`src/rtl/div_32.sv`:
```
`default_nettype none
// ============================================================================
// Module   : div_32
// Brief    : 32-bit unsigned restoring divider. It retires one quotient bit
//            per clock and has a fixed latency. Divide-by-zero is flagged and
//            finishes early with all-ones quotient.
// Revision : 1.0 - initial release
// ============================================================================
module div_32 (
  input  logic        clk,
  input  logic        rst_n,
  input  logic [31:0] ina,
  input  logic [31:0] inb,
  input  logic        start,
  output logic [31:0] quo,
  output logic [31:0] rem,
  output logic        busy,
  output logic        done,
  output logic        div_zero
);

  typedef enum logic [1:0] {
    S_IDLE = 2'd0,
    S_RUN  = 2'd1,
    S_DONE = 2'd2
  } state_t;

  localparam logic [4:0]  C_LAST_STEP = 5'd31;
  localparam logic [31:0] C_ALL_ONES  = 32'hFFFF_FFFF;

  state_t      r_state;
  logic [4:0]  r_count;
  logic [31:0] r_dividend;
  logic [31:0] r_divisor;
  logic [31:0] r_part;
  logic [31:0] r_quo_sh;

  logic [32:0] w_t;
  logic [32:0] w_diff;
  logic        w_ge;
  logic [31:0] w_part_next;
  logic [31:0] w_quo_next;

  // One restoring step. The remainder stays below the divisor, so the shifted
  // trial value fits in 33 bits. The 33-bit subtraction borrows exactly
  // when t < divisor, so its top bit provides the compare result.
  always_comb begin
    w_t         = {r_part, r_dividend[31]};
    w_diff      = w_t - {1'b0, r_divisor};
    w_ge        = ~w_diff[32];
    w_part_next = w_ge ? w_diff[31:0] : w_t[31:0];
    w_quo_next  = {r_quo_sh[30:0], w_ge};
  end

  // Control FSM and datapath. Visible results move only on completion, so
  // quo/rem/div_zero hold through RUN.
  always_ff @(posedge clk or negedge rst_n) begin
    if (!rst_n) begin
      r_state    <= S_IDLE;
      r_count    <= 5'd0;
      r_dividend <= 32'd0;
      r_divisor  <= 32'd0;
      r_part     <= 32'd0;
      r_quo_sh   <= 32'd0;
      quo        <= 32'd0;
      rem        <= 32'd0;
      busy       <= 1'b0;
      done       <= 1'b0;
      div_zero   <= 1'b0;
    end else begin
      case (r_state)
        S_IDLE, S_DONE: begin
          done <= 1'b0;
          if (start) begin
            if (inb == 32'd0) begin
              // Zero divisor bypasses RUN and completes on the next cycle.
              r_state  <= S_DONE;
              quo      <= C_ALL_ONES;
              rem      <= ina;
              div_zero <= 1'b1;
              done     <= 1'b1;
              busy     <= 1'b0;
            end else begin
              r_state    <= S_RUN;
              r_dividend <= ina;
              r_divisor  <= inb;
              r_part     <= 32'd0;
              r_quo_sh   <= 32'd0;
              r_count    <= 5'd0;
              busy       <= 1'b1;
            end
          end else begin
            r_state <= S_IDLE;
            busy    <= 1'b0;
          end
        end

        S_RUN: begin
          r_part     <= w_part_next;
          r_quo_sh   <= w_quo_next;
          r_dividend <= {r_dividend[30:0], 1'b0};
          r_count    <= r_count + 5'd1;
          if (r_count == C_LAST_STEP) begin
            r_state  <= S_DONE;
            quo      <= w_quo_next;
            rem      <= w_part_next;
            div_zero <= 1'b0;
            busy     <= 1'b0;
            done     <= 1'b1;
          end
        end

        default: begin
          r_state <= S_IDLE;
          busy    <= 1'b0;
          done    <= 1'b0;
        end
      endcase
    end
  end

endmodule
`default_nettype wire

```
`config.mk`:
```
export PLATFORM = sky130hd
export DESIGN_NAME = div_32
export DESIGN_NICKNAME = d
export VERILOG_FILES = /design/src/rtl/div_32.sv
export SDC_FILE = /design/constraint.sdc
export NUM_CORES = 1
export LEC_CHECK = 0
export CORE_MARGIN = 1.5
export CORE_UTILIZATION = 25
export DETAILED_ROUTE_END_ITERATION = 8
export PLACE_DENSITY = 0.46
export SLEW_MARGIN = 20
export SYNTH_ARGS = -nofsm -noshare
export SYNTH_HDL_FRONTEND = slang
export SYNTH_SLANG_ARGS = --single-unit
```
`constraint.sdc`:
```
create_clock -name clk -period 8.6 [get_ports clk]
set_input_delay 1.72 -clock clk [delete_from_list [all_inputs] [get_ports clk]]
set_output_delay 1.72 -clock clk [all_outputs]
set_load 0.02 [all_outputs]
```
=== Word-level counts from Yosys, hierarchy flattened ===
Index checks and enable logic that the tools add are counted.

* Add/sub/neg operators: 2
* $mul: 0
* Divide/modulo/power cells: 0
* Order comparisons: 0
* Equal/unequal tests: 7
* Shift operators: 0
* Mux-type cells: 34
* Bitwise gates (word level): 2
* Reduce and logical (&&, ||, !) cells: 7

{| class="wikitable"
|+ Operators with widths
! kind !! number
|-
| $mux W32 || 11
|-
| $pmux W32 S2 || 4
|-
| $pmux W31 S2 || 1
|-
| $sub A33 B32 Y33 || 1
|-
| $logic_not A32 Y1 || 1
|-
| $mux W5 || 2
|-
| $pmux W5 S2 || 1
|-
| $mux W1 || 8
|-
| $ne A2 B2 Y1 const B || 4
|-
| $mux W2 || 3
|-
| $pmux W1 S2 || 3
|-
| $reduce_and A3 Y1 || 2
|-
| $add A5 B1 Y5 const B || 1
|-
| $eq A5 B5 Y1 const B || 1
|-
| $pmux W2 S2 || 1
|-
| $reduce_and A4 Y1 || 1
|-
| $eq A2 B1 Y1 const B || 1
|-
| $eq A2 B2 Y1 const B || 1
|-
| $logic_not A2 Y1 || 1
|-
| $not A1 Y1 || 2
|-
| $reduce_bool A2 Y1 || 1
|-
| $reduce_or A2 Y1 || 1
|}

* Flip-flop bits (word level): 201
* Bits in latches: 0
* Bits in writable memories: 0
* Memory bits (read-only): 0
* Bits of input ports: 67
* Output and inout port bits: 67
* Logic and storage cells: 63
* Memories: 0

=== Depth between registers and ports, before layout ===
Gate-level depths: netlist (run 1).

* Depth in word-level cells: 4
* Gate-level depth with buffers: 15
* Gate-level depth less buffers: 13

=== Worst setup path before layout (run 1) ===
Ideal clock, no wire load.

* Path type: input-to-reg
* From: in inb[16]
* To: reg quo[22]
* Library setup time: 0.072 ns
* Arrival: 3.532 ns
* Required time: 8.528 ns
* Setup slack: 4.996 ns
* Stages on the path: 9
* Path buffers: 2
* Cell sequence: nor4_1 -> nand4_1 -> nor4b_2 -> nor2_1 -> inv_2 -> clkbuf_1 -> buf_2 -> nor2_1 -> nor2_1

* Word-level cells in the longest chain between the ends: 3

{| class="wikitable"
|+ Ends and longest elaborated chain
! element !! RTL line !! RTL
|-
| start: declaration || 13 || <nowiki>input logic [31:0] inb,</nowiki>
|-
| $logic_not A32 Y1 || 75 || <nowiki>if (inb == 32'd0) begin</nowiki>
|-
| $ne A2 B2 Y1 (no source line) || - ||
|-
| $reduce_and A4 Y1 (no source line) || - ||
|-
| end signal: assignment || 105 || <nowiki>quo <= w_quo_next;</nowiki>
|-
| end: declaration || 15 || <nowiki>output logic [31:0] quo,</nowiki>
|}

No other way between the ends.
A chain may end at the register's enable or synchronous reset.

=== Final worst setup path (run 1) ===
* From: in inb[16]
* To: reg rem[29]

* Word-level cells in the longest chain between the ends: 3

{| class="wikitable"
|+ Ends and longest elaborated chain
! element !! RTL line !! RTL
|-
| $logic_not A32 Y1 || 75 ||
|-
| $ne A2 B2 Y1 (no source line) || - ||
|-
| $reduce_and A4 Y1 (no source line) || - ||
|-
| end signal: assignment || 79 || <nowiki>rem <= ina;</nowiki>
|-
| end signal: assignment || 106 || <nowiki>rem <= w_part_next;</nowiki>
|-
| end: declaration || 16 || <nowiki>output logic [31:0] rem,</nowiki>
|}

No other way between the ends.

==> out/metrics.cfg, run 1 <==
[die]
initial_core_util_pct=25.40
rows=74
io_pins=134
die_h_um=206.9
die_w_um=206.9
dieArea_um2=42810
core_area_um2=40920

[global_routing]
grt_max_degree=127
antenna_found_initial=0
overflow=0
grt_pass1_vias=8846
track_usage_pct=15.74
grt_pass1_wl_um=51750

[clock_network]
tritoncts=done
post_cts_buffers=0
clk-insertion-delay-late_ns=0.45
cts-resized-gates=0
cts-root-buf=clkbuf_16
clock_path_buffers=2
cts-buffers-inserted=17
cts_hold_buf=0
h-tree-depth=4
clkTransAtPathRegs_ns=0.08
clkSinkCount=200

[power_and_ir_drop]
clock_power_share_pct=12.9
power.internal_uw=3333
sequentialPowerShare_pct=27.4
p_leak_uw=0.005407
swShare_pct=48.08
comb_power_share_pct=59.6
p_sw_uw=3087
power.total_uw=6420
ir_drop_uv=187.8
pwr_density_cell_nw_per_um2=502.0

[layout]
drive_gt1_share_pct=5.054
fillCellCount=4374
syn_to_final_growth_pct=23.04
final_nets=1395
diodes=0
utilization_pct=31.25
fin_area_um2=12790

[route]
wire_per_inst_um=17.72
drc=0
vias=8918
via_per_inst=4.852
routed_wl_um=32570
antenna_left=0
wl_met2_um=15490
top_layer=met4
wl_met1_um=15400
route.met3.wl_um=1157
drtIter0Drc=626
drtPass1Iterations=7

[sta]
hold_viol_final=0
max_freq_ghz=0.2187
finalCriticalPeriod_ns=4.573
post-route-period-util_pct=53.17
finalSetupViolations=0
finalClockSkew_ns=0.01473
fin_ws_ns=4.027
drv_slew=0
tightest_slew_ns=1.084
slew_headroom_pct=27.66
rsz0062_at_grt=no
fin_tns_setup_ns=0

[synth]
synth_cells=1212
ys.flop_type=dfrtp_1
synth_area_um2=10390
ys_ff_latch=200
avgSynthCellArea_um2=8.576
synthTopCellsByArea=dfrtp_1 48%, nand2_1 9.8%, o21ai_0 4.6%
synth_warnings=0
synth_common_cells=271 x nand2_1, 200 x dfrtp_1, 96 x o21ai_0, 90 x a21oi_1, 88 x nor2_1
yosysTopAreaCell=dfrtp_1
synth_fp_nets=1314
ys_seq_area_share_pct=48.15
synth_edf_count=0
async_flop_share_pct=100.0
synth_cell_type_count=59
synth.most_common_cell=nand2_1
yosys.area.top_type_share_pct=48.15

[critical_path]
crit_path_end_kind=flop
slowest_stage=nor4_1
timing.rr.end=r_part[10]
slowest_delay_ns=0.61
rr_startpoint=r_dividend[31]
critPathKind=input port to flop
worst_r2r_path_depth=14
crit_required_ns=8.98
cp_max_fo=40
path_cells=clkdlybuf4s50_1 > nor4_1 > nand4_1 > nor4b_4 > buf_4 > nor2_2 > inv_2 > o22a_1 > o31ai_1 > a21oi_1
r2r_slack_ns=4.37
critical_path.startpoint_type=input port
arrival_ns=4.96

[placed_design]
place_area_um2=12190
hpwl_um=22470
gp_congestion=0.8334
dp_slack_ns=3.447
port_buffers=133

[min_path]
holdPathEnd=rem[7]
min_from=rem[7]
hold_class=flop to flop
holdPathStages=2

[outcome]
status=finished, final reports clean

[flow_run]
drv_cap=0

-- per-layer routing --
metal | up-vias | track usage, %
met1 | 4389 | 21.97
met4 | 0 | 3.983
met5 | - | 0
met2 | 150 | 25.24
li1 | 4356 | -
met3 | 23 | 2.590
-- through the flow --
| stage | std cells | hold slack [ns] |
|---|---|---|
| finish | 1838 | 0.4883 |
| global route | 1838 | 0.5160 |
| CTS | 1838 | 0.4902 |
| detailed placement | 1806 | 0.4697 |
| global placement | 1806 | 0.4640 |
| floorplan | 1212 | 0.4497 |
-- power by group through the flow --
| stage | clock [uW] | combinational [uW] | sequential [uW] |
|---|---|---|---|
| after floorplan | 0 | 2560 | 1840 |
| after global placement | 0 | 3810 | 1780 |
| after detailed placement | 0 | 3850 | 1780 |
| after CTS | 855 | 3880 | 1770 |
| after global routing | 892 | 4280 | 1830 |
| final | 831 | 3830 | 1760 |
-- logic make-up (layout without fill, tap and decap cells) --
family,after synthesis,count (layout),synth area share (%)
fa+ha+maj,35,35,4.286
xor+xnor,33,33,2.853
mux,14,14,1.360
flops,200,200,48.15
buf+inv,120,214,4.635
simple gates,502,502,20.90
compound gates,308,308,17.82
-- how the worst max path moves through the flow --
| stage | cells past startpoint | start | end | slack [ns] |
|---|---|---|---|---|
| 3_5_place_dp | 10 | inb[16] | rem[29] | 3.45 |
| 6_report | 10 | inb[16] | rem[29] | 4.03 |
| 3_3_place_gp | 10 | inb[16] | rem[29] | 3.35 |
| 4_1_cts | 10 | inb[16] | rem[29] | 3.93 |
| 2_1_floorplan | 9 | inb[16] | quo[22] | 5.00 |
| 5_1_grt | 9 | inb[16] | rem[5] | 3.74 |
-- cell usage in the layout, fill, tap and decap left out, types with 3 or more instances in the layout --
| cell | instances |
|---|---|
| o31ai_1 | 20 |
| nand2_1 | 271 |
| o22ai_1 | 6 |
| a211o_1 | 3 |
| mux2i_1 | 13 |
| nor2_2 | 3 |
| buf_4 | 11 |
| nor2b_1 | 3 |
| a211oi_1 | 6 |
| and3_1 | 11 |
| a21o_1 | 9 |
| nor2_1 | 86 |
| inv_6 | 5 |
| or3_1 | 10 |
| dfrtp_1 | 200 |
| xor2_1 | 11 |
| xnor2_1 | 20 |
| o21a_1 | 4 |
| nand3b_1 | 6 |
| inv_1 | 36 |
| nor4_1 | 9 |
| clkbuf_16 | 17 |
| a21oi_1 | 90 |
| inv_8 | 4 |
| ha_1 | 34 |
| clkinv_4 | 3 |
| nand3_1 | 56 |
| a31oi_1 | 46 |
| clkdlybuf4s50_1 | 132 |
| o211ai_1 | 8 |
| nand2b_1 | 5 |
| nor3_1 | 25 |
| nand4_1 | 8 |
| o21ai_0 | 96 |
-- final cells by class --
class / count / area (um2) / area share (%)
Sequential cell: 200 / 5005 / 39.14
Multi-Input combinational cell: 892 / 4960 / 38.78
Timing Repair Buffer: 145 / 1430 / 11.18
Tap cell: 532 / 665.6 / 5.205
Clock buffer: 18 / 439.2 / 3.434
Clock inverter: 14 / 150.1 / 1.174
Inverter: 37 / 138.9 / 1.086
-- sequential cells by signal (all words and copies together), names as in the netlist --
name	count
div_zero	1
busy	1
r_quo_sh	31
done	1
r_part	32
r_dividend	32
r_state	1
r_count	5
rem	32
r_divisor	32
quo	32
-- critical path, delay by kind of cell --
kind | cells | cell delay (ns)
AND/OR/NAND/NOR | 4 | 1.37
AO/OA/AOI/OAI | 3 | 0.45
buffers and inverters | 3 | 1.40
Power figures use the tool's default switching activity.
==> run 2: changes to the inputs <==
clock period = 4.3 ns   (was 8.6 ns; I/O delays follow)
==> run 2 against run 1 <==
Register-to-register slack got worse by 3.7 ns; sequential cell count unchanged; clock power is 100% higher; final cell count is 0.60% higher; via count increased by 0.78%; worst setup slack got worse by 3.3 ns; sequential power is 100% higher; utilization up 0.44 points.
==> out/metrics.cfg, run 2 (same netlist as run 1, synthesis figures left out) <==
[outcome]
status=finished, final reports clean

[flow_run]
drv_cap=0  ; unchanged

[route]
antenna_left=0  ; unchanged
drtIter0Drc=550  ; -12%
wire_per_inst_um=18.19  ; +2.6%
vias=8988  ; +0.78%
drtPass1Iterations=6  ; -1
routed_wl_um=33630  ; +3.2%
via_per_inst=4.861  ; +0.19%
drc=0  ; unchanged

[clock_network]
clk-insertion-delay-late_ns=0.46  ; about the same
cts-resized-gates=0  ; unchanged
cts_hold_buf=0  ; unchanged
clkSinkCount=200  ; unchanged
post_cts_buffers=0  ; unchanged
tritoncts=done
cts-root-buf=clkbuf_16
clock_path_buffers=2  ; unchanged
cts-buffers-inserted=17  ; unchanged
clkTransAtPathRegs_ns=0.08  ; about the same
h-tree-depth=4  ; unchanged

[placed_design]
post-place-cells=1817  ; +0.61%
dp_slack_ns=0.5681  ; -2.879 ns
gp_congestion=0.8131  ; -2.4%
hpwl_um=23490  ; +4.5%
port_buffers=133  ; unchanged

[sta]
hold_ws_ns=0.4803  ; -0.008094 ns
drv_slew=0  ; unchanged
finalClockSkew_ns=0.01801  ; +0.003285 ns
fin_ws_ns=0.6979  ; -3.329 ns
hold_viol_final=0  ; unchanged
tightest_slew_ns=1.007  ; -0.07692 ns
max_freq_ghz=0.2776
slew_headroom_pct=32.86  ; +5.2 points
finalCriticalPeriod_ns=3.602
rsz0062_at_grt=no
post-route-period-util_pct=83.77
fin_tns_setup_ns=0  ; unchanged
finalSetupViolations=0  ; unchanged

[power_and_ir_drop]
comb_power_share_pct=60.0  ; +0.4 points
clock_power_share_pct=12.9  ; about the same
pwr_density_cell_nw_per_um2=1007  ; +100%
sequentialPowerShare_pct=27.1  ; -0.3 points
p_sw_uw=6232  ; +100%
p_leak_uw=0.005488  ; +1.5%
power.internal_uw=6822  ; +100%
swShare_pct=47.74  ; -0.34 points
ir_drop_uv=457.1  ; +140%

[die]
io_pins=134  ; unchanged
die_w_um=206.9  ; unchanged
die_h_um=206.9  ; unchanged
rows=74  ; unchanged
core_area_um2=40920  ; unchanged
initial_core_util_pct=25.40  ; unchanged
dieArea_um2=42810  ; unchanged

[critical_path]
slowest_delay_ns=0.42  ; -0.19 ns
slowest_stage=o21ai_4
critPathKind=flop to flop
crit_required_ns=4.62  ; -4.36 ns
path_cells=inv_1 > ha_1 > fa_1 > nand2b_1 > a21oi_2 > a2111oi_4 > nor2_2 > o211ai_1 > and4b_4 > o21ai_4 > xor2_4 > buf_12 > mux2i_1 > buf_4 > o21ai_0
critical_path.startpoint_type=flop
arrival_ns=3.92  ; -1.04 ns
crit_path_end_kind=flop
cp_max_fo=38  ; -5.0%

[layout]
final_common_cell=nand2_1
multiInputGateArea_um2=4964  ; about the same
fillCellCount=4365  ; -0.21%
diodes=0  ; unchanged
drive_gt1_share_pct=5.771  ; +0.72 points
mostFrequentLayoutCells=271 x nand2_1, 200 x dfrtp_1, 132 x clkdlybuf4s50_1
seq_area_um2=5005  ; unchanged
final_nets=1406  ; +0.79%
final_cells=1849  ; +0.60%
syn_to_final_growth_pct=24.76

[global_routing]
busiest_layer=met2
use_met2_pct=25.99  ; +0.75 points
grt_pass1_vias=8948  ; +1.2%
grt_use_met1_pct=22.23  ; +0.26 points
use_met3_pct=2.716  ; +0.13 points
overflow=0  ; unchanged
antenna_found_initial=0  ; unchanged
grt_max_degree=105  ; -17%
grt_pass1_wl_um=52630  ; +1.7%
track_usage_pct=16.10  ; +0.37 points

[min_path]
hold_class=input port to async pin

## run 2: layout make-up
cell class / count / share of cell area, %
tap: 532 / 5.133
sequential: 200 / 38.60
clock inverter: 14 / 1.235
multi-input combinational: 892 / 38.28
clock buffer: 18 / 3.387
timing repair buffer: 156 / 12.30
inverter: 37 / 1.071
## run 2: layer usage
layer | up-vias | routed length (um) | share of wire [%]
met3 | 25 | 1155 | 3.4
met1 | 4407 | 15910 | 47
met4 | 0 | 587 | 1.7
li1 | 4376 | - | -
met5 | - | 0 | 0
met2 | 180 | 15970 | 47
## run 2: critical path, delay by kind of cell, from the launching register on
kind / cells / cell delay [ns]
AOI/OAI and AO/OA: 5 / 1.02
xor gates and xnor gates: 1 / 0.19
adders and majority gates: 2 / 0.63
buffers and inverters: 3 / 0.44
DFF: 1 / 0.35
muxes: 1 / 0.21
and+or+nand+nor: 3 / 0.62
## run 2: worst paths after layout
check                               start           end  slack (ns)  cells past startpoint
min in group clk                 div_zero      div_zero        0.48                      2
max reg2reg                r_dividend[31]       rem[14]        0.70                     15
min reg2reg                      div_zero      div_zero        0.48                      2
min                                 rst_n       quo[26]        0.48                      1
max in group asynchronous           rst_n  r_quo_sh[12]        2.86                      2
max                        r_dividend[31]       rem[14]        0.70                     15
## run 2: stage by stage
| stage | instance area, um2 | total power (uW) | util (%) |
|---|---|---|---|
| after floorplan | 10390 | 8798 | - |
| after global placement | 12360 | 11380 | 30.21 |
| after detailed placement | 12360 | 11410 | 30.21 |
| after CTS | 12960 | 13180 | 31.67 |
| after global routing | 12970 | 14160 | 31.69 |
| final | 12970 | 13050 | 31.69 |
## run 2: power groups by stage
stage / logic, uW / registers, uW / clock network [uW]
4_1_cts: 7890 / 3540 / 1750
2_1_floorplan: 5120 / 3680 / 0
6_report: 7830 / 3540 / 1690
3_3_place_gp: 7800 / 3570 / 0
5_1_grt: 8710 / 3650 / 1800
3_5_place_dp: 7850 / 3560 / 0
==> run 3: changes to the inputs <==
PLACE_DENSITY = 0.48   (was 0.46)
clock period = 3.3 ns   (was 4.3 ns; I/O delays follow)
==> run 3 against run 2 <==
Clock skew is 0.0011 ns lower; combinational power is 47% higher; critical path type unchanged; die area stayed put; largest power group unchanged.
==> out/metrics.cfg, run 3 (same netlist as run 1, synthesis figures left out) <==
[clock_network]
tritoncts=done
cts-root-buf=clkbuf_16
h-tree-depth=4  ; unchanged
cts-buffers-inserted=17  ; unchanged
clk-insertion-delay-late_ns=0.45  ; about the same
clock_path_buffers=2  ; unchanged
clkTransAtPathRegs_ns=0.08  ; about the same
clkSinkCount=200  ; unchanged

[layout]
final_cells=1884  ; +1.9%
mostFrequentLayoutCells=271 x nand2_1, 200 x dfrtp_1, 132 x clkdlybuf4s50_1
utilization_pct=32.74  ; +1.1 points
final_common_cell=nand2_1
final_nets=1440  ; +2.4%
drive_gt1_share_pct=9.326  ; +3.6 points
syn_to_final_growth_pct=28.90

[sta]
hold_ws_ns=0.2381  ; -0.2421 ns
drv_slew=0  ; unchanged
finalClockSkew_ns=0.01694  ; -0.001070 ns
post-route-period-util_pct=95.47  ; +12 points
fin_ws_ns=0.1495  ; -0.5483 ns
slew_headroom_pct=42.69  ; +9.8 points
finalSetupViolations=0  ; unchanged
finalCriticalPeriod_ns=3.150  ; -0.4517 ns
max_freq_ghz=0.3174  ; +14%
tightest_slew_ns=0.8596  ; -0.1474 ns
hold_viol_final=0  ; unchanged

[global_routing]
grt_max_degree=73  ; -30%
track_usage_pct=15.72  ; -0.38 points
use_met2_pct=25.55  ; -0.44 points
overflow=0  ; unchanged
grt_pass1_wl_um=51910  ; -1.4%
grt_use_met1_pct=21.42  ; -0.81 points
grt_pass1_vias=8995  ; +0.53%
busiest_layer=met2
antenna_found_initial=1  ; +1
use_met3_pct=2.983  ; +0.27 points

[critical_path]
rr_startpoint=r_divisor[0]
path_cells=ha_4 > fa_2 > nand2b_4 > a21oi_4 > a2111oi_4 > nor2_2 > o211ai_1 > and4b_4 > o21ai_4 > xor2_4 > buf_6 > buf_12 > nor3_1 > o41ai_2
critical_path_buf_inv_count=2  ; -1
slowest_delay_ns=0.41  ; about the same
critical_path.startpoint_type=flop
arrival_ns=3.49  ; -0.43 ns
crit_path_end_kind=flop
crit_required_ns=3.64  ; -0.98 ns
slowest_stage=dfrtp_1
timing.rr.end=rem[6]
worst_r2r_path_depth=14  ; -1
critical-path-top-delay-family=compound AO/OA/AOI/OAI gates
r2r_slack_ns=0.15  ; -0.55 ns
critPathKind=flop to flop
cp_max_fo=17  ; -55%

[route]
via_per_inst=4.875  ; +0.29%
drc=0  ; unchanged
drtPass1Iterations=5  ; -1
wire_per_inst_um=17.72  ; -2.6%
vias=9185  ; +2.2%
routed_wl_um=33380  ; -0.76%
drtIter0Drc=586  ; +6.5%
antenna_left=0  ; unchanged

[min_path]
hold_class=input port to async pin

[power_and_ir_drop]
pwr_density_cell_nw_per_um2=1356  ; +35%
ir_drop_uv=706.2  ; +54%
p_leak_uw=0.005670  ; +3.3%
power.total_uw=18170  ; +39%

[placed_design]
post-place-cells=1842  ; +1.4%
gp_congestion=0.8093  ; -0.47%
port_buffers=133  ; unchanged
hpwl_um=23620  ; +0.57%
dp_slack_ns=0.03284  ; -0.5352 ns

[die]
core_area_um2=40920  ; unchanged
io_pins=134  ; unchanged
die_h_um=206.9  ; unchanged
dieArea_um2=42810  ; unchanged
initial_core_util_pct=25.40  ; unchanged
die_w_um=206.9  ; unchanged
rows=74  ; unchanged

[flow_run]
drv_cap=0  ; unchanged

[outcome]
status=finished, final reports clean

==> run 3: cell count changes in the layout (fill, tap and decap cells not counted), sizes merged <==
cell / change
bufinv: -1
clkbuf: +3
buf: +32
diode: +1
==> run 3: report_power, final <==
group	leakage, uW	total (uW)	internal [uW]	switching, uW
combinational	0.00297	11500	5000	6490
clock	0.000279	2100	1030	1070
sequential	0.00242	4580	3690	890
==> run 3: metal layers <==
metal	vias to the layer above	routed length [um]	part of all wire [%]
li1	4451	-	-
met1	4496	15640	47
met2	213	15710	47
met3	25	1529	4.6
met4	0	492	1.5
met5	-	0	0
==> run 3: layout make-up <==
class / count / area (um2)
tap: 532 / 665.6
fill: 4295 / 27530
multi-input combinational: 892 / 5054
timing repair buffer: 190 / 1959
clock inverter: 13 / 130.1
clock buffer: 19 / 442.9
sequential: 200 / 5005
antenna: 1 / 2.502
inverter: 37 / 138.9
==> run 3: what timing repair did <==
action                                  in CTS  in global routing
buffers inserted                             0                  6
hold buffers                                 0                  0
endpoints found under the setup margin       0                 51
resized for setup                            0                 24
==> run 3: per-stage QoR <==
step / cell area [um2] / setup TNS [ns]
finish: 13400 / 0
detailed placement: 12590 / 0
floorplan: 10390 / 0
CTS: 13160 / 0
global placement: 12590 / 0
global route: 13400 / -0.005231
==> run 3: worst max path at each step <==
stage                         startpoint       to  cells after the start  slack [ns]
after floorplan           r_dividend[31]   rem[3]                     15        0.32
after global placement           inb[25]  rem[23]                     10        0.03
after detailed placement         inb[25]  rem[28]                     10        0.03
after CTS                 r_dividend[31]   rem[4]                     15       0.002
after global routing        r_divisor[0]   rem[6]                     14      -0.005
final                       r_divisor[0]   rem[6]                     14        0.15
==> patch 1, RTL diff (flow settings as in run 3) <==
Register the input `inb` before use, with the module's reset. The logic sees it one clock later. The other inputs are not delayed to match.
--- a/src/rtl/div_32.sv
+++ b/src/rtl/div_32.sv
@@ -27,6 +27,16 @@
 
   localparam logic [4:0]  C_LAST_STEP = 5'd31;
   localparam logic [31:0] C_ALL_ONES  = 32'hFFFF_FFFF;
+
+  logic [31:0] inb_q;
+
+  always_ff @(posedge clk or negedge rst_n) begin
+    if (!rst_n) begin
+      inb_q <= '0;
+    end else begin
+      inb_q <= inb;
+    end
+  end
 
   state_t      r_state;
   logic [4:0]  r_count;
@@ -72,7 +82,7 @@
         S_IDLE, S_DONE: begin
           done <= 1'b0;
           if (start) begin
-            if (inb == 32'd0) begin
+            if (inb_q == 32'd0) begin
               // Zero divisor bypasses RUN and completes on the next cycle.
               r_state  <= S_DONE;
               quo      <= C_ALL_ONES;
@@ -83,7 +93,7 @@
             end else begin
               r_state    <= S_RUN;
               r_dividend <= ina;
-              r_divisor  <= inb;
+              r_divisor  <= inb_q;
               r_part     <= 32'd0;
               r_quo_sh   <= 32'd0;
               r_count    <= 5'd0;
Formal check against the unedited RTL: not equivalent (Yosys sat finds a counterexample within 4 cycles, from zero or initial values and one cycle with rst_n low).
==> patch 1 against run 3 <==
The flow now finishes with violations (negative hold slack). Wire length grew 6.3%. Power barely moved. Fmax up 0.53%. Design area increased by 9.4%. Global-route usage fell by 0.63 points. Count of clock-buffer cells in the layout up 21. Cell count increased by 7.5%. Worst setup slack gained 0.017 ns. Die area grew 9.8%. Area after synthesis up 10%. Sequential cell count increased by 32. Sequential share of layout area up 2.2 points. Core utilization fell by 0.36 points. Critical path depth is 4 lower. Critical path type unchanged. Largest cell class is now flip-flops and latches.
==> patch 1: results (changes against run 3) <==
| Metric | Value |
|---|---|
| DR iter-0 viols | `630 (+7.5%)` |
| Met3 wire length | `1.900 mm (+24%)` |
| Mapped Nets | `1378 (+4.9%)` |
| Vias per inst | `4.762 (-2.3%)` |
| Hold_ws | `-0.003584 ns (-0.2417 ns)` |
| R2R depth | `10 (-4)` |
| Outcome | `complete, but fails checks` |
| Worst R2R Start | `r_part[24]` |
| Leak pwr | `6.126 nW (+8.0%)` |
| Total Nets Final | `1506 (+4.6%)` |
| Final Wtd Congestion | `0.8550 (+5.6%)` |
| Initial antenna violation count | `0 (-1)` |
| Gr usage total | `15.09% (-0.63 points)` |
| Max stage delay cell, worst path | `a221o_2` |
| Cts bufs inserted | `27 (+10)` |
| Peak fanout along the critical path | `8 (-9)` |
| R2r endpoint | `r_part[23]` |
| Post-synth top cells | `242 x nand2_1, 232 x dfrtp_1, 125 x nor2_1, 120 x o21ai_0, 88 x a21oi_1` |
| Critical Path AT | `3.60 ns (+0.11 ns)` |
| DR WL met2 | `15.17 mm (-3.4%)` |
| Peak VDD IR | `0.4234 mV (-40%)` |
| Inserted Diodes | `0 (-1)` |
| Post-synthesis sequential area ratio | `50.80% (+2.6 points)` |
| Slew headroom | `41.05% (-1.6 points)` |
| Final WL | `35.48 mm (+6.3%)` |
| Pin count of the biggest net entering global routing | `79 (+8.2%)` |
| Slack of the worst reg-to-reg path | `0.17 ns (+0.02 ns)` |
| # H-tree levels | `1 (-3)` |
| Failing checks | `negative hold slack` |
| Hold Fails Final Rpt | `1 (+1)` |
| Synth top area cells | `dfrtp_1 51%, nand2_1 7.9%, o21ai_0 5.3%` |
| Metal-1 WL | `17.89 mm (+14%)` |
| Worst Skew | `0.01079 ns (-0.006155 ns)` |
| HPWL after DPL | `25.56 mm (+8.2%)` |
| Clk_lat worst skew | `0.56 ns (+0.11 ns)` |
| Number of global-route vias before repair | `9476 (+5.3%)` |
| Worst path max stage delay | `0.48 ns (+0.07 ns)` |
| Syn avg cell area | `8.956 um^2 (+4.4%)` |
| P_sw | `8.055 mW (-4.7%)` |
| Synth cell types | `65 (+10%)` |
| Maximum clock path buffer count | `3 (+1)` |
| First-pass GRT wire length | `56.34 mm (+8.5%)` |
| Final non-filler cell total | `2025 (+7.5%)` |
| Layout cells sized above 1 | `8.912% (-0.41 points)` |
## patch 1: changes by cell type after synthesis, moves of 9 or more
| cell | before | now |
|---|---|---|
| nand3_1 | 56 | 18 |
| nor2_1 | 88 | 125 |
| dfrtp_1 | 200 | 232 |
| nand2_1 | 271 | 242 |
| o21ai_0 | 96 | 120 |
| a31oi_1 | 46 | 66 |
| clkbuf_1 | 61 | 75 |
| o31ai_1 | 20 | 6 |
| buf_2 | 13 | 2 |
| a221oi_1 | 0 | 9 |
## patch 1: how the worst max path moves through the flow
stage	startpoint	endpoint	cells after the start
detailed placement	r_dividend[31]	rem[19]	12
global placement	r_dividend[31]	r_part[23]	12
finish	r_part[24]	r_part[23]	10
CTS	r_dividend[31]	rem[8]	13
global route	r_part[7]	r_part[29]	10
floorplan	r_dividend[31]	r_part[23]	13
## patch 1: kinds of logic after synthesis
kind of cell | share of synthesized area (%)
AOI/OAI and AO/OA | 19.38
xor gates and xnor gates | 2.223
adders and majority gates | 3.898
buffers and inverters | 4.522
DFF | 50.80
muxes | 1.511
and+or+nand+nor | 17.67
## patch 1: area by class of cell
type	instances	area, um^2	share of cell area (%)
Inverter	43	161.4	1.101
Clock buffer	40	794.5	5.419
Tap cell	600	750.7	5.121
Multi-Input combinational cell	917	5200	35.47
Timing Repair Buffer	183	1813	12.37
Sequential cell	232	5806	39.60
Clock inverter	10	135.1	0.9217
## patch 1: power by group through the flow
| stage | registers, mW | logic (mW) | clock network, mW |
|---|---|---|---|
| after floorplan | 4.97 | 6.24 | 0 |
| after global placement | 4.92 | 9.52 | 0 |
| after detailed placement | 4.90 | 9.61 | 0 |
| after CTS | 4.87 | 9.67 | 3.21 |
| after global routing | 5.02 | 11.2 | 3.33 |
| final | 4.88 | 10.2 | 3.11 |
## patch 1: repair_timing
item,CTS,global route
buffers inserted,0,8
pin swaps,0,4
gates cloned,0,1
endpoints found under the setup margin,4,61
gates resized for setup,2,14
## patch 1: metrics by stage
step           instance area, um^2  setup WS (ns)  hold slack, ns  total power [mW]
6_report                     14660         0.1661       -0.003584             18.17
5_1_grt                      14660       0.005404         0.02615             19.56
4_1_cts                      14510        0.04429        0.007492             17.75
3_5_place_dp                 13580       0.002067          0.4668             14.52
3_3_place_gp                 13580         0.1044          0.4640             14.44
2_1_floorplan                11430         0.5215          0.3644             11.20
## patch 1: metal layers
| layer | vias to the layer above | global-route usage (%) |
|---|---|---|
| met3 | 36 | 2.404 |
| li1 | 4712 | - |
| met2 | 236 | 22.36 |
| met4 | 0 | 3.218 |
| met1 | 4660 | 22.90 |
| met5 | - | 0 |
## patch 1: worst register-to-register path, delay by kind of cell (launching register included)
family | cells | cell delay [ns]
compound gates | 7 | 1.80
simple gates | 1 | 0.29
buf+inv | 1 | 0.15
flops | 1 | 0.42
fa+ha+maj | 1 | 0.38
==> patch 2, RTL diff (config.mk and constraints of run 3) <==
Without the edit above. Re-encode `state_t` (3 states) as one-hot, 3 bits wide.
--- a/src/rtl/div_32.sv
+++ b/src/rtl/div_32.sv
@@ -19,10 +19,10 @@
   output logic        div_zero
 );
 
-  typedef enum logic [1:0] {
-    S_IDLE = 2'd0,
-    S_RUN  = 2'd1,
-    S_DONE = 2'd2
+  typedef enum logic [2:0] {
+    S_IDLE = 3'b001,
+    S_RUN  = 3'b010,
+    S_DONE = 3'b100
   } state_t;
 
   localparam logic [4:0]  C_LAST_STEP = 5'd31;
Check against the original RTL: no difference found for any inputs over 4 cycles, from zero or initial values and one cycle with rst_n low; so few cycles prove little.
==> patch 2 against run 3 <==
Wire length decreased by 3.5%. Sequential cell count is the same. Clock skew fell by 0.0034 ns. First-iteration DRC count down 16%. Design area decreased by 0.21%. Area after synthesis increased by 0.88%. Worst setup slack lost 0.0027 ns.
Power is not compared: it rests on default switching activity, and its combinational part moved more than twofold at a synthesized area within 25%.
==> patch 2: results (changes against run 3) <==
| Metric | Value |
|---|---|
| Mapped Nets | `1286 (-2.1%)` |
| Xor and xnor area share after synthesis | `2.422% (-0.43 points)` |
| Cells after DPL | `1812 (-1.6%)` |
| Met2 usage in global routing | `23.25% (-2.3 points)` |
| Synth Instances | `1184 (-2.3%)` |
| Final WL | `32.19 mm (-3.5%)` |
| Slew headroom | `34.46% (-8.2 points)` |
| R2R depth | `10 (-4)` |
| Vias per inst | `4.786 (-1.8%)` |
| Number of global-route vias before repair | `8704 (-3.2%)` |
| Adder-cell share of the synthesized area | `4.248% (-0.037 points)` |
| Multiplexer area fraction after synthesis | `6.289% (+4.9 points)` |
| DP Area | `12600 um^2 (+0.12%)` |
| Cell family with most CP delay | `compound AO/OA/AOI/OAI gates` |
| Gr usage total | `15.02% (-0.70 points)` |
| HPWL after DPL | `23.57 mm (-0.22%)` |
| Met3 usage | `2.738% (-0.24 points)` |
| Post-synthesis sequential area ratio | `47.74% (-0.41 points)` |
| CP endpoint | `r_part[15]` |
| Final worst slack | `0.1468 ns (-0.002690 ns)` |
| Vias | `8831 (-3.9%)` |
| Slack of the worst reg-to-reg path | `roughly 0.15 ns` |
| Final Wtd Congestion | `0.8523 (+5.3%)` |
| Hold_ws | `0.2344 ns (-0.003732 ns)` |
| Met1 Track Usage GR | `21.65% (+0.23 points)` |
| Peak fanout along the critical path | `8 (-9)` |
| Synth cell types | `61 (+3.4%)` |
| Worst R2R Start | `r_part[15]` |
| Max stage delay cell, worst path | `dfrtp_1` |
| Worst Skew | `0.01356 ns (-0.003382 ns)` |
| Layout cells sized above 1 | `7.768% (-1.6 points)` |
| Outcome | `finished, final reports clean` |
| Top layer in use | `met5` |
| Pin count of the biggest net entering global routing | `78 (+6.8%)` |
| Compound-Gate Fraction of Synth Area | `17.21% (-0.61 points)` |
| Worst slack, placed | `-0.04071 ns (-0.07355 ns)` |
| Critical Path AT | `3.48 ns (about the same)` |
| Worst path max stage delay | `0.45 ns (+0.04 ns)` |
| Fillers | `4330 (+0.81%)` |
| Metal-1 WL | `16.00 mm (+2.3%)` |
| Synth top area cells | `dfrtp_1 47%, nand2_1 7.3%, mux2i_1 5.8%` |
| DR iter-0 viols | `492 (-16%)` |
| Inserted Diodes | `0 (-1)` |
| Met3 wire length | `1.107 mm (-28%)` |
| DR WL met2 | `14.76 mm (-6.0%)` |
| Total Nets Final | `1402 (-2.6%)` |
| Initial antenna violation count | `1 (unchanged)` |
| First-pass GRT wire length | `50.79 mm (-2.2%)` |
| First drt pass iteration count | `5 (unchanged)` |
| Post-synth top cells | `204 x nand2_1, 199 x dfrtp_1, 106 x nor2_1, 104 x a21oi_1, 91 x o21ai_0` |
patch 2: cell count changes after synthesis, sizes merged, moves of 22 or more:
cell / run 3 / this run
a31oi: 46 / 4
mux2i: 13 / 61
nand2: 271 / 204
nand3: 56 / 5
o21ai: 97 / 123
o22ai: 6 / 28
patch 2: cell type report:
class,count,area [um^2],share of cell area (%)
flip-flops and latches,200,5006,37.44
clock inverters,15,192.7,1.441
inverters,39,146.4,1.095
clock buffers,17,425.4,3.182
multi-input cells,866,5134,38.40
repair buffers,176,1800,13.47
well taps,532,665.6,4.978
patch 2: power breakdown:
group	switching (mW)	internal [mW]
Combinational	1.99	1.23
Sequential	0.220	2.92
Clock	1.13	1.04
patch 2: repair_timing:
item,in CTS,in global routing
gates cloned,0,1
endpoints found under the setup margin,9,53
pin swaps,0,2
resized for setup,1,22
endpoints found under the hold margin,0,0
